--- src/rtl/pwr_cntr_writer.sv ---
// Power-counter write side: counts per-bit toggles of {S_OUT,Q} and periodically
// read-modify-writes them into memTrans. Optional macro PWR_CNTR_SAT_EN saturates the 32-bit update.
module pwr_cntr_writer #(
  parameter int unsigned NUM_SIG   = 5,
  parameter int unsigned ACC_W     = 8,
  parameter int unsigned THRESH    = 240,
  parameter int unsigned BASE_ADDR = 0,
  parameter int unsigned ADDR_W    = 5
) (
  input  logic              CLK,
  input  logic              RESET_L,
  input  logic              ENB,
  input  logic [3:0]        Q,
  input  logic              S_OUT,
  input  logic              FLUSH,
  output logic              BUSY,
  output logic [ADDR_W-1:0] DIR_MEM,
  output logic              LE,
  output logic [31:0]       DATO_OUT,
  input  logic [31:0]       DATO_IN
);

  localparam int unsigned IDX_W = (NUM_SIG > 1) ? $clog2(NUM_SIG) : 1;

  typedef enum logic [1:0] {
    ST_IDLE  = 2'd0,
    ST_READ  = 2'd1,
    ST_WRITE = 2'd2
  } state_t;

  state_t              r_state;
  logic [IDX_W-1:0]    r_idx;
  logic [NUM_SIG-1:0]  r_sample;
  logic                r_primed;
  logic [ACC_W-1:0]    r_acc [NUM_SIG];
  logic                r_busy;
  logic                r_le;
  logic [ADDR_W-1:0]   r_dir;
  logic [31:0]         r_dato;

  logic [NUM_SIG-1:0]  w_vec;
  logic                w_count;
  logic [NUM_SIG-1:0]  w_inc;
  logic                w_trig;
  logic [ACC_W-1:0]    w_acc_sel;
  logic [31:0]         w_sum;

  assign w_vec     = {S_OUT, Q};
  assign w_count   = ENB & r_primed;
  assign w_inc     = (w_vec ^ r_sample) & {NUM_SIG{w_count}};
  assign w_acc_sel = r_acc[r_idx];

  // Memory update: stored count plus the local snapshot
`ifdef PWR_CNTR_SAT_EN
  logic [32:0] w_sum_ext;
  assign w_sum_ext = {1'b0, DATO_IN} + 33'(w_acc_sel);
  assign w_sum     = w_sum_ext[32] ? 32'hFFFF_FFFF : w_sum_ext[31:0];
`else
  assign w_sum = DATO_IN + 32'(w_acc_sel);
`endif

  always_comb begin
    w_trig = 1'b0;
    for (int i = 0; i < NUM_SIG; i++) begin
      if (r_acc[i] >= ACC_W'(THRESH)) w_trig = 1'b1;
    end
  end

  // Sample register: the first enabled cycle only primes, never counts
  always_ff @(posedge CLK or negedge RESET_L) begin
    if (!RESET_L) begin
      r_sample <= '0;
      r_primed <= 1'b0;
    end else if (ENB) begin
      r_sample <= w_vec;
      r_primed <= 1'b1;
    end
  end

  // Saturating accumulators; the snapshotted one restarts from this cycle's toggle
  always_ff @(posedge CLK or negedge RESET_L) begin
    if (!RESET_L) begin
      for (int i = 0; i < NUM_SIG; i++) r_acc[i] <= '0;
    end else begin
      for (int i = 0; i < NUM_SIG; i++) begin
        if ((r_state == ST_READ) && (r_idx == IDX_W'(i))) begin
          r_acc[i] <= ACC_W'(w_inc[i]);
        end else if (w_inc[i] && (r_acc[i] != {ACC_W{1'b1}})) begin
          r_acc[i] <= r_acc[i] + ACC_W'(1);
        end
      end
    end
  end

  // Flush sequencer: READ/WRITE pair per signal, outputs registered
  always_ff @(posedge CLK or negedge RESET_L) begin
    if (!RESET_L) begin
      r_state <= ST_IDLE;
      r_idx   <= '0;
      r_busy  <= 1'b0;
      r_le    <= 1'b1;
      r_dir   <= ADDR_W'(BASE_ADDR);
      r_dato  <= '0;
    end else begin
      case (r_state)
        ST_IDLE: begin
          if (FLUSH || w_trig) begin
            r_state <= ST_READ;
            r_idx   <= '0;
            r_busy  <= 1'b1;
            r_le    <= 1'b1;
            r_dir   <= ADDR_W'(BASE_ADDR);
          end
        end
        ST_READ: begin
          r_state <= ST_WRITE;
          r_le    <= 1'b0;
          r_dato  <= w_sum;
        end
        ST_WRITE: begin
          r_le   <= 1'b1;
          r_dato <= '0;
          if (r_idx == IDX_W'(NUM_SIG - 1)) begin
            r_state <= ST_IDLE;
            r_idx   <= '0;
            r_busy  <= 1'b0;
            r_dir   <= ADDR_W'(BASE_ADDR);
          end else begin
            r_state <= ST_READ;
            r_idx   <= r_idx + IDX_W'(1);
            r_dir   <= r_dir + ADDR_W'(1);
          end
        end
        default: begin
          r_state <= ST_IDLE;
          r_busy  <= 1'b0;
          r_le    <= 1'b1;
          r_dato  <= '0;
        end
      endcase
    end
  end

  assign BUSY     = r_busy;
  assign LE       = r_le;
  assign DIR_MEM  = r_dir;
  assign DATO_OUT = r_dato;

endmodule

--- config.mk ---
export PLATFORM = sky130hd
export DESIGN_NAME = pwr_cntr_writer
export DESIGN_NICKNAME = d
export VERILOG_FILES = /design/src/rtl/pwr_cntr_writer.sv
export SDC_FILE = /design/constraint.sdc
export NUM_CORES = 1
export LEC_CHECK = 0
export ABC_CLOCK_PERIOD_IN_PS = 6400
export CAP_MARGIN = 30
export CORE_UTILIZATION = 55
export DETAILED_ROUTE_END_ITERATION = 12
export PLACE_DENSITY = 0.81
export SYNTH_ARGS = -nofsm -noshare
export SYNTH_HDL_FRONTEND = slang
export SYNTH_SLANG_ARGS = --single-unit
--- constraint.sdc ---
create_clock -name CLK -period 6.4 [get_ports CLK]
set_input_delay 0.96 -clock CLK [delete_from_list [all_inputs] [get_ports CLK]]
set_output_delay 0.96 -clock CLK [all_outputs]
set_load 0.005 [all_outputs]
# Word-level counts from Yosys, hierarchy flattened
# Cells that the tools add are included.
[op_classes] magnitude_cmp=6 n_mul=0 n_addsub=8 n_shift=0 eq_ne=13 n_bitwise=5 div_mod_pow=0 mux=32 reduce_logical=21
[op_table] op="8-bit 2-to-1 mux" count=12
[op_table] op="32-bit case mux with 2 select lines" count=1
[op_table] op="8-bit by 1-bit adder with 8-bit output (second input constant)" count=5
[op_table] op="8-bit >= comparator (second input constant)" count=5
[op_table] op="8-bit != test (second input constant)" count=5
[op_table] op="32-bit by 8-bit adder with 32-bit output" count=1
[op_table] op="8-bit binary-select mux with 3-bit select" count=1
[op_table] op="2-bit nonzero test" count=6
[op_table] op="1-bit logical AND" count=10
[op_table] op="5-bit 2-to-1 mux" count=2
[op_table] op="5-bit case mux with 2 select lines" count=1
[op_table] op="1-bit 2-to-1 mux" count=8
[op_table] op="3-bit by 2-bit == test with 1-bit output (second input constant)" count=2
[op_table] op="3-bit 2-to-1 mux" count=2
[op_table] op="2-bit case mux with 3 select lines" count=1
[op_table] op="3-bit case mux with 2 select lines" count=1
[op_table] op="5-bit by 1-bit adder with 5-bit output (second input constant)" count=1
[op_table] op="5-bit bitwise AND" count=1
[op_table] op="5-bit XOR" count=1
[op_table] op="4-bit >= comparator (second input constant)" count=1
[op_table] op="2-bit != test (second input constant)" count=2
[op_table] op="3-bit NOT with 4-bit output" count=1
[op_table] op="3-bit by 1-bit adder with 3-bit output (second input constant)" count=1
[op_table] op="3-bit by 1-bit == test with 1-bit output (second input constant)" count=1
[op_table] op="13 further kinds" count=13
[totals] latch_bits=0 mem_count=0 ramBits=0 rom_bits=0 input_bits=41 ff_bits=90 elab_cells=98 out_inout_bits=39

# Longest topological paths before layout
# Gate-level depths: netlist of the first run.
[logic_depth] word_depth=9 mapped_depth=12

# Worst setup path after synthesis of the first run
# No wires, ideal clock.
[synth_path] path_kind="reg2reg" from="reg r_idx[0]" to="reg r_dato[18], in the netlist DATO_OUT[18]" t_required_ps=6301 path_slack_ps=2946 path_stages_with_launch=13 arrival_ps=3354 cell_sequence="dfrtp_1 buf_1 nor3_1 a22o_1 ha_1 inv_1 fa_1 nor2b_1 o31a_1 clkbuf_1 o211ai_1 or3_1 a311oi_1"
[synth_via] elab_chain_cells=6
[synth_lines] element="from (decl)" line="32" text="logic [IDX_W-1:0] r_idx;"
[synth_lines] element="from (signal assigned)" line="130" text="r_idx <= r_idx + IDX_W'(1);"
[synth_lines] element="3-bit NOT with 4-bit output (not written as such)" line="51" text="assign w_acc_sel = r_acc[r_idx];"
[synth_lines] element="8-bit binary-select mux with 3-bit select" line="51"
[synth_lines] element="8-bit 2-to-1 mux (not written as such) (2 in series)" line="51"
[synth_lines] element="32-bit by 8-bit adder with 32-bit output" line="59" text="assign w_sum = DATO_IN + 32'(w_acc_sel);"
[synth_lines] element="32-bit case mux with 2 select lines" line="105" text="case (r_state)"
[synth_lines] element="to (signal assigned)" line="118" text="r_dato <= w_sum;"
[synth_lines] element="to (decl)" line="39" text="logic [31:0] r_dato;"
# Every way passes these cells. The select of a mux whose other input is x is not followed.
# A chain may end at the register's enable or synchronous reset.

# Worst setup path in the final report of the first run
[layout_path] from="reg r_idx[0]" to="reg r_dato[28], in the netlist DATO_OUT[28]"
# The elaborated chain is that of the path after synthesis.

==> metrics.cfg, run 1 <==
[global_routing]
grt_usage_pct = 27.0
grt_pass1_vias = 4365
grt_pass1_wl_um = 21100
grt_max_degree = 60
grt_antenna_before_repair = 0
grt_remaining_overflow = 0

[cts]
cts_resized = 0
cts.sinks = 90
cts_hold_buf = 0
clk_pin_slew_ns = 0.09
clock_latency_ns = 0.36
clockBufferDepth = 2
cts_tree = built
post_cts_buffers = 0
cts-root-buf = clkbuf_8
numCtsBuffers = 9
htree_levels = 3

[die]
dieArea_sq_mm = 0.0100
io_pins = 80
initial_core_util_pct = 57.1
die_w_um = 100
num_rows = 35
fp.dieH_um = 100
core_sq_mm = 0.00928

[yosys]
synth_flop_cell = dfrtp_1
synth_area_leader_cell = dfrtp_1
synthArstFlopShare_pct = 100
netlist.area_leader.share_pct = 42.0
synth_edf_count = 0
avgSynthCellArea_sq_um = 9.94
synthCells = 533
synth_nets = 594
synthTopCellsByArea = dfrtp_1 (42%), xor2_1 (6.4%), nor2_1 (5.9%)
ys_seq_elements = 90
yosysWarnings = 0
ys_types = 53
seq_area_frac_synth_pct = 42.5
syn-cell-area_sq_mm = 0.00530

[finish]
layout.area.seq_sq_mm = 0.00225
drive_above_1_share_pct = 7.07
instances_no_fill = 737
final_core_util_pct = 68.9
layout-area-overhead-vs-synth_pct = 20.7
fillers = 715
diodes = 0
final_cell_area_sq_mm = 0.00639
fin_nets = 664
multiInputGateArea_sq_mm = 0.00290

[detailed_routing]
drt_iter0_drc = 233
ant_nets = 0
vias = 4461
via_per_inst = 6.05
wl_per_cell_um = 17.2
dr.pass1.iters = 5
drc = 0
finalWirelength_um = 12700

[sta]
slew_headroom_pct = 29.6
fin_crit_sh_pct = 62.5
grt_setup_unrepaired = false
layout_setup_ws_ns = 2.40
hold_violations = 0
slew_violations = 0
period_minus_slack_ns = 4.00
holdWs_ns = 0.480
max_clock_freq_mhz = 250
finalSetupViolCount = 0
fin_skew_ns = 0.00960
fin_setup_tns_ns = 0
tightestPinTransition_ns = 1.03

[setup_path]
crit_start = r_idx[0]
crit_cells = 10
critPathArrivalTime_ns = 4.27
worstPathCellList = nor3_1 > a22o_1 > ha_1 > inv_1 > fa_1 > nor2b_1 > o31a_1 > o2111ai_1 > or3_1 > a311oi_1
critPathLaunchType = flop
worstReg2RegStart = r_idx[0]
slowest_delay_ns = 0.76
r2r_cells = 10
required_ns = 6.67
r2r_slack_ns = 2.40
r2r_end = DATO_OUT[28]
slowest_stage = nor3_1
cp_top_family = simple AND/OR/NAND/NOR gates
timing_worst_setup_path_type = flop to flop
cp_num_buf_inv = 1
path_max_fanout = 14
endpoint = DATO_OUT[28]
endpoint_kind = flop

[flow_run]
drv_cap = 0

[placement]
hpwl_um = 9380
port_buffers = 79
post-place-ws_ns = 2.47
place_congestion = 0.874
dp_cells = 721
dpl-instance-area_sq_mm = 0.00617

[pwr]
p_leak_nw = 2.67
power_density_mw_per_mm2 = 383
total_power_mw = 2.45
peakVddDrop_v = 0.000226

[worst_hold_path]
hp-class = flop to flop

[run_status]
status = finished, final reports clean

## how the worst min path moves through the flow
stage,startpoint,endpoint,slack [ns],depth (start not counted)
after floorplan,r_primed,r_primed,0.44,1
after detailed placement,r_primed,r_primed,0.46,1
after global placement,r_primed,r_primed,0.45,1
after CTS,r_primed,r_primed,0.48,1
final,r_primed,r_primed,0.48,1
after global routing,r_primed,r_primed,0.52,1
## layout make-up
class                      count  share of cell area (%)
multi-input combinational    406                    45.3
sequential                    90                    35.3
timing repair buffer          81                    12.6
tap                          129                    2.52
clock buffer                  12                    2.27
clock inverter                 4                    1.19
inverter                      15                   0.880
## kinds of logic (layout without fill, tap and decap cells)
family / after synthesis / after routing / synth area share (%)
buffers and inverters: 37 / 112 / 2.79
multiplexers: 23 / 23 / 6.16
flip-flops: 90 / 90 / 42.5
adder cells (fa/ha/maj): 20 / 20 / 4.86
AO/OA/AOI/OAI: 113 / 113 / 16.5
AND/OR/NAND/NOR: 196 / 196 / 18.2
XOR/XNOR: 54 / 54 / 8.93
## layout by cell type, fill, tap and decap left out, types with 7 or more instances in the layout
cell type / n
a211oi_1: 24
a21oi_1: 12
a22o_1: 9
and3_1: 13
and4_1: 9
clkbuf_8: 10
clkdlybuf4s50_1: 78
dfrtp_1: 88
ha_1: 19
inv_1: 15
mux2_2: 7
mux2i_1: 9
mux4_2: 7
nand2_1: 31
nand3_1: 13
nand4_1: 16
nor2_1: 83
nor3_1: 8
o2111ai_1: 9
o21ai_0: 15
xnor2_1: 15
xor2_1: 39
## sequential cells by signal, indices dropped and copies added (netlist names)
| name | count |
|---|---|
| r_state | 2 |
| r_idx | 3 |
| LE | 1 |
| r_sample | 5 |
| DATO_OUT | 32 |
| DIR_MEM | 5 |
| r_acc | 40 |
| r_primed | 1 |
| BUSY | 1 |
## layer usage
layer,track usage [%],vias up,part of all wire [%]
met2,44.9,164,49
met4,11.5,0,3.3
li1,-,2109,-
met5,0,-,0
met3,5.57,37,6.5
met1,34.2,2151,41
## power breakdown
group          internal, mW  switching [mW]  leakage [nW]
combinational         0.521           0.482          1.41
clock                 0.232           0.203         0.107
sequential            0.760           0.252          1.15
total                  1.51           0.937          2.67
## synthesized netlist by cell type (all sizes together) (14+ instances only)
library cell,count
and3,14
a211oi,25
nand4,17
nor2,83
nand2,31
xnor2,15
ha,19
o21ai,16
inv,15
dfrtp,89
clkbuf,18
xor2,39
No activity file was read; power rests on OpenSTA's default activity.
==> run 2, diff against run 1 <==
--- a/config.mk
+++ b/config.mk
@@ -5,7 +5,7 @@
 export SDC_FILE = /design/constraint.sdc
 export NUM_CORES = 1
 export LEC_CHECK = 0
-export ABC_CLOCK_PERIOD_IN_PS = 6400
+export ABC_CLOCK_PERIOD_IN_PS = 4050
 export CAP_MARGIN = 30
 export CORE_UTILIZATION = 55
 export DETAILED_ROUTE_END_ITERATION = 12
==> constraint.sdc (replaced) <==
create_clock -name CLK -period 4.05 [get_ports CLK]
set_input_delay 0.6075 -clock CLK [delete_from_list [all_inputs] [get_ports CLK]]
set_output_delay 0.6075 -clock CLK [all_outputs]
set_load 0.005 [all_outputs]
==> run 2 against run 1 <==
  * Via count up 0.58%
  * Combinational power up 63%
  * Register-to-register slack worse by 1.9 ns
  * Cell count up 0.41%
  * Design area down 0.20%
  * Clock-buffer cell count down 1
  * Core utilization down 0.13 points
  * Largest power group is now combinational logic
==> metrics.cfg, run 2 (synthesis results as in run 1) <==
[finish]
instances_no_fill = 740
final_cell_mix = dfrtp_1 (88), nor2_1 (83), clkdlybuf4s50_1 (78), xor2_1 (39), nand2_1 (31)
final_core_util_pct = 68.7
final_common_cell = dfrtp_1
largest_register_ffs = 40
drive_above_1_share_pct = 7.53
diodes = 0
layout-area-overhead-vs-synth_pct = 20.4
fin_nets = 667
top_register = r_acc

[cts]
cts.sinks = 90
clockBufferDepth = 2
cts-root-buf = clkbuf_8
cts_hold_buf = 0
cts_tree = built
cts_resized = 0
clock_latency_ns = 0.37
htree_levels = 3
clk_pin_slew_ns = 0.10
numCtsBuffers = 9
post_cts_buffers = 0

[sta]
tightestPinTransition_ns = 0.993
max_clock_freq_mhz = 283
fin_skew_ns = 0.0143
slew_headroom_pct = 32.1
fin_setup_tns_ns = 0
slew_violations = 0
finalSetupViolCount = 0
period_minus_slack_ns = 3.53
hold_violations = 0
fin_crit_sh_pct = 87.2
grt_setup_unrepaired = false

[detailed_routing]
ant_nets = 0
drt_iter0_drc = 205
dr.pass1.iters = 4
finalWirelength_um = 13000
via_per_inst = 6.06
wl_per_cell_um = 17.6
drc = 0
vias = 4487

[worst_hold_path]
hp-class = input port to async pin

[setup_path]
critPathArrivalTime_ns = 3.80
endpoint_kind = flop
required_ns = 4.32
r2r_slack_ns = 0.52
r2r_cells = 8
worstReg2RegStart = r_idx[0]
r2r_end = DATO_OUT[28]
path_max_fanout = 14
critPathLaunchType = flop
timing_worst_setup_path_type = flop to flop

[pwr]
seqPwrFrac_pct = 41.0
p_int_mw = 2.31
p_leak_nw = 2.67
p_clk_share_pct = 16.1
peakVddDrop_v = 0.000304
switchingPower_mw = 1.49
combPwrFrac_pct = 43.0
power_density_mw_per_mm2 = 596
swShare_pct = 39.2

[die]
core_sq_mm = 0.00928
io_pins = 80
initial_core_util_pct = 57.1
die_w_um = 100
fp.dieH_um = 100
dieArea_sq_mm = 0.0100
num_rows = 35

[placement]
place_congestion = 0.919
port_buffers = 79
hpwl_um = 9720
dp_cells = 724

[global_routing]
grt_pass1_wl_um = 21500
grt_antenna_before_repair = 0
grt_pass1_vias = 4422
grt_max_degree = 69
grt_remaining_overflow = 0
grt_usage_pct = 27.6

[run_status]
status = finished, final reports clean

[flow_run]
drv_cap = 0

run 2: area by class of cell:
class                   instances  area, sq um
fillers                       724         2900
multi-input cells             406         2900
flip-flops and latches         90         2250
repair buffers                 84          826
well taps                     129          161
clock buffers                  11          131
inverters                      15         56.3
clock inverters                 5         55.1
run 2: how the worst max path moves through the flow:
stage                     startpoint            to  slack, ns  cells past startpoint
after detailed placement    r_idx[0]  DATO_OUT[28]       0.55                      8
final                       r_idx[0]  DATO_OUT[28]       0.52                      8
after CTS                   r_idx[0]  DATO_OUT[28]       0.52                      8
after floorplan             r_idx[0]  DATO_OUT[18]       0.60                     12
after global placement      r_idx[0]  DATO_OUT[27]       0.65                      8
after global routing        r_idx[0]  DATO_OUT[28]       0.29                      8
run 2: through the flow:
stage               instance area (sq um)  worst slack (ns)  hold WS [ns]  power (mW)
floorplan                            5300             0.596         0.312        2.49
global placement                     6200             0.653         0.451        3.13
detailed placement                   6200             0.553         0.459        3.21
CTS                                  6380             0.523         0.366        3.83
global route                         6380             0.289         0.403        4.08
finish                               6380             0.520         0.338        3.80
run 2: critical path: stages (launching register included):
cell,delay [ns]
dfrtp_1,0.73
mux4_2,0.57
a22o_1,0.20
ha_1,0.37
a21oi_1,0.17
a211oi_4,0.48
o2111ai_1,0.28
or3_1,0.38
a311oi_1,0.27
run 2: power groups by stage:
stage / Combinational, mW / Clock, mW / Sequential [mW]
floorplan: 1.05 / 0 / 1.44
global placement: 1.56 / 0 / 1.56
detailed placement: 1.64 / 0 / 1.58
CTS: 1.65 / 0.624 / 1.56
global route: 1.82 / 0.660 / 1.61
finish: 1.63 / 0.611 / 1.56
run 2: routing by layer:
| layer | global-route usage (%) | wire [um] | up-vias | share of wire (%) |
|---|---|---|---|---|
| li1 | - | - | 2107 | - |
| met1 | 34.6 | 5420 | 2213 | 42 |
| met2 | 46.9 | 6420 | 138 | 49 |
| met3 | 3.97 | 767 | 29 | 5.9 |
| met4 | 13.4 | 393 | 0 | 3.0 |
| met5 | 0 | 0 | - | 0 |
==> run 3, diff against run 2 <==
==> config.mk (replaced) <==
export PLATFORM = sky130hd
export DESIGN_NAME = pwr_cntr_writer
export DESIGN_NICKNAME = d
export VERILOG_FILES = /design/src/rtl/pwr_cntr_writer.sv
export SDC_FILE = /design/constraint.sdc
export NUM_CORES = 1
export LEC_CHECK = 0
export ABC_CLOCK_PERIOD_IN_PS = 3100
export CAP_MARGIN = 30
export CORE_UTILIZATION = 49
export DETAILED_ROUTE_END_ITERATION = 12
export PLACE_DENSITY = 0.76
export SYNTH_ARGS = -nofsm -noshare
export SYNTH_HDL_FRONTEND = slang
export SYNTH_SLANG_ARGS = --single-unit
==> constraint.sdc (replaced) <==
create_clock -name CLK -period 3.1 [get_ports CLK]
set_input_delay 0.465 -clock CLK [delete_from_list [all_inputs] [get_ports CLK]]
set_output_delay 0.465 -clock CLK [all_outputs]
set_load 0.005 [all_outputs]
==> run 3 against run 2 <==
  * The flow now finishes with violations (setup timing)
  * Worst hold slack got worse by 0.17 ns
  * Register-to-register slack got worse by 0.53 ns
  * Die area rose by 12%
  * Global-route usage fell by 2.1 points
  * Worst setup slack got worse by 0.53 ns
  * Core utilization fell by 2.5 points
  * Fmax rose by 13%
  * Sequential share of layout area fell by 2.6 points
  * Sequential power rose by 27%
  * Critical path depth rose by 2
  * Clock-buffer cell count rose by 1
  * Clock skew fell by 0.0033 ns
  * Critical endpoint is now DATO_OUT[27]
  * Largest cell class unchanged
==> metrics.cfg, run 3 (synthesis results as in run 1) <==
[global_routing]
grt_remaining_overflow = 0
grt_pass1_wl_um = 22400
grt_usage_pct = 25.5
grt_max_degree = 64
grt_antenna_before_repair = 0
grt_pass1_vias = 4453

[detailed_routing]
vias = 4591
dr.pass1.iters = 5
ant_nets = 0
finalWirelength_um = 13900
wl_per_cell_um = 17.8
via_per_inst = 5.85
drt_iter0_drc = 250
drc = 0

[pwr]
seqPwrFrac_pct = 36.0
combPwrFrac_pct = 47.0
power_density_mw_per_mm2 = 797
swShare_pct = 38.1
p_int_mw = 3.41
p_clk_share_pct = 17.1
peakVddDrop_v = 0.000364
switchingPower_mw = 2.09
p_leak_nw = 2.90

[sta]
fin_setup_tns_ns = -0.0227
slew_violations = 0
fin_crit_sh_pct = 100
period_minus_slack_ns = 3.11
holdWs_ns = 0.173
finalSetupViolCount = 2
slew_headroom_pct = 45.7
hold_violations = 0
layout_setup_ws_ns = -0.0126
fin_skew_ns = 0.0111
max_clock_freq_mhz = 321
grt_setup_unrepaired = true
tightestPinTransition_ns = 0.814

[setup_path]
r2r_slack_ns = -0.01
critPathLaunchType = flop
critPathArrivalTime_ns = 3.39
path_max_fanout = 6
required_ns = 3.38
r2r_end = DATO_OUT[27]
r2r_cells = 10
timing_worst_setup_path_type = flop to flop
endpoint_kind = flop
worstReg2RegStart = r_idx[0]

[worst_hold_path]
hp-class = input port to async pin

[placement]
place_congestion = 0.877
dp_cells = 758
port_buffers = 79
hpwl_um = 9930
post-place-ws_ns = -0.102

[cts]
htree_levels = 3
cts-root-buf = clkbuf_8
cts_tree = built
clockBufferDepth = 2
clk_pin_slew_ns = 0.09
clock_latency_ns = 0.39
cts.sinks = 90
numCtsBuffers = 9

[die]
fp.dieH_um = 106
core_sq_mm = 0.0104
io_pins = 80
initial_core_util_pct = 50.9
num_rows = 37
die_w_um = 106
dieArea_sq_mm = 0.0112

[finish]
fillers = 795
instances_no_fill = 785
largest_register_ffs = 40
diodes = 0
layout-area-overhead-vs-synth_pct = 30.2
final_cell_mix = dfrtp_1 (86), nor2_1 (83), clkdlybuf4s50_1 (78), buf_4 (40), xor2_1 (39)
drive_above_1_share_pct = 17.3
final_common_cell = dfrtp_1
fin_nets = 705
top_register = r_acc

[run_status]
status = finished, violations left
failed_checks = setup timing

[flow_run]
drv_cap = 0

run 3: changes by cell type in the layout (fill, tap and decap cells not counted), sizes merged:
cell,before,now
bufinv,1,2
clkinvlp,2,0
clkbuf,11,12
buf,6,44
run 3: cell type report:
class / instances / area (sq um) / share of cell area [%]
Inverter: 15 / 56.3 / 0.816
Sequential cell: 90 / 2260 / 32.7
Multi-Input combinational cell: 406 / 3050 / 44.2
Clock inverter: 4 / 73.8 / 1.07
Tap cell: 136 / 170 / 2.47
Clock buffer: 12 / 155 / 2.25
Timing Repair Buffer: 122 / 1130 / 16.4
run 3: worst max path at each step:
stage                    to  slack (ns)  startpoint
6_report       DATO_OUT[27]       -0.01    r_idx[0]
5_1_grt        DATO_OUT[18]       -0.20    r_idx[0]
4_1_cts        DATO_OUT[18]        0.02    r_idx[0]
3_5_place_dp   DATO_OUT[27]       -0.10    r_idx[0]
3_3_place_gp   DATO_OUT[28]        0.01    r_idx[0]
2_1_floorplan  DATO_OUT[18]       -0.03    r_idx[0]
run 3: metal layers:
metal,routed length (um),vias to the layer above,GRT usage (%)
met2,6940,131,42.5
met3,749,20,4.78
li1,-,2188,-
met5,0,-,0
met1,5990,2252,33.1
met4,268,0,9.13
run 3: timing repair:
| item | 4_1_cts | 5_1_grt |
|---|---|---|
| pin swaps | 2 | 20 |
| cloned | 0 | 0 |
| buffers inserted | 4 | 7 |
| hold buffers | 0 | 0 |
| endpoints found under the setup margin | 6 | 20 |
| gates resized for setup | 6 | 28 |
| endpoints found under the hold margin | 0 | 0 |
run 3: stage by stage:
stage	power (mW)	instance area (sq um)	util, %
2_1_floorplan	3.27	5310	-
3_3_place_gp	4.23	6410	61.6
3_5_place_dp	4.33	6410	61.6
4_1_cts	5.31	6700	64.3
5_1_grt	5.88	6900	66.2
6_report	5.50	6900	66.2
run 3: power groups by stage:
| stage | clock, mW | sequential (mW) | combinational, mW |
|---|---|---|---|
| 5_1_grt | 0.999 | 2.03 | 2.85 |
| 3_3_place_gp | 0 | 1.97 | 2.26 |
| 6_report | 0.938 | 1.98 | 2.58 |
| 3_5_place_dp | 0 | 1.98 | 2.35 |
| 2_1_floorplan | 0 | 1.89 | 1.38 |
| 4_1_cts | 0.941 | 1.97 | 2.40 |
run 3: worst max-delay path, cell delays in order (launching register included):
cell and delay, ns:
dfrtp_2 0.45, buf_6 0.14, buf_12 0.09, mux4_2 0.48, a22o_1 0.25, ha_4 0.29, o211ai_1 0.10, o21ai_2 0.29
o211ai_4 0.15, or4_4 0.45, a311oi_2 0.31
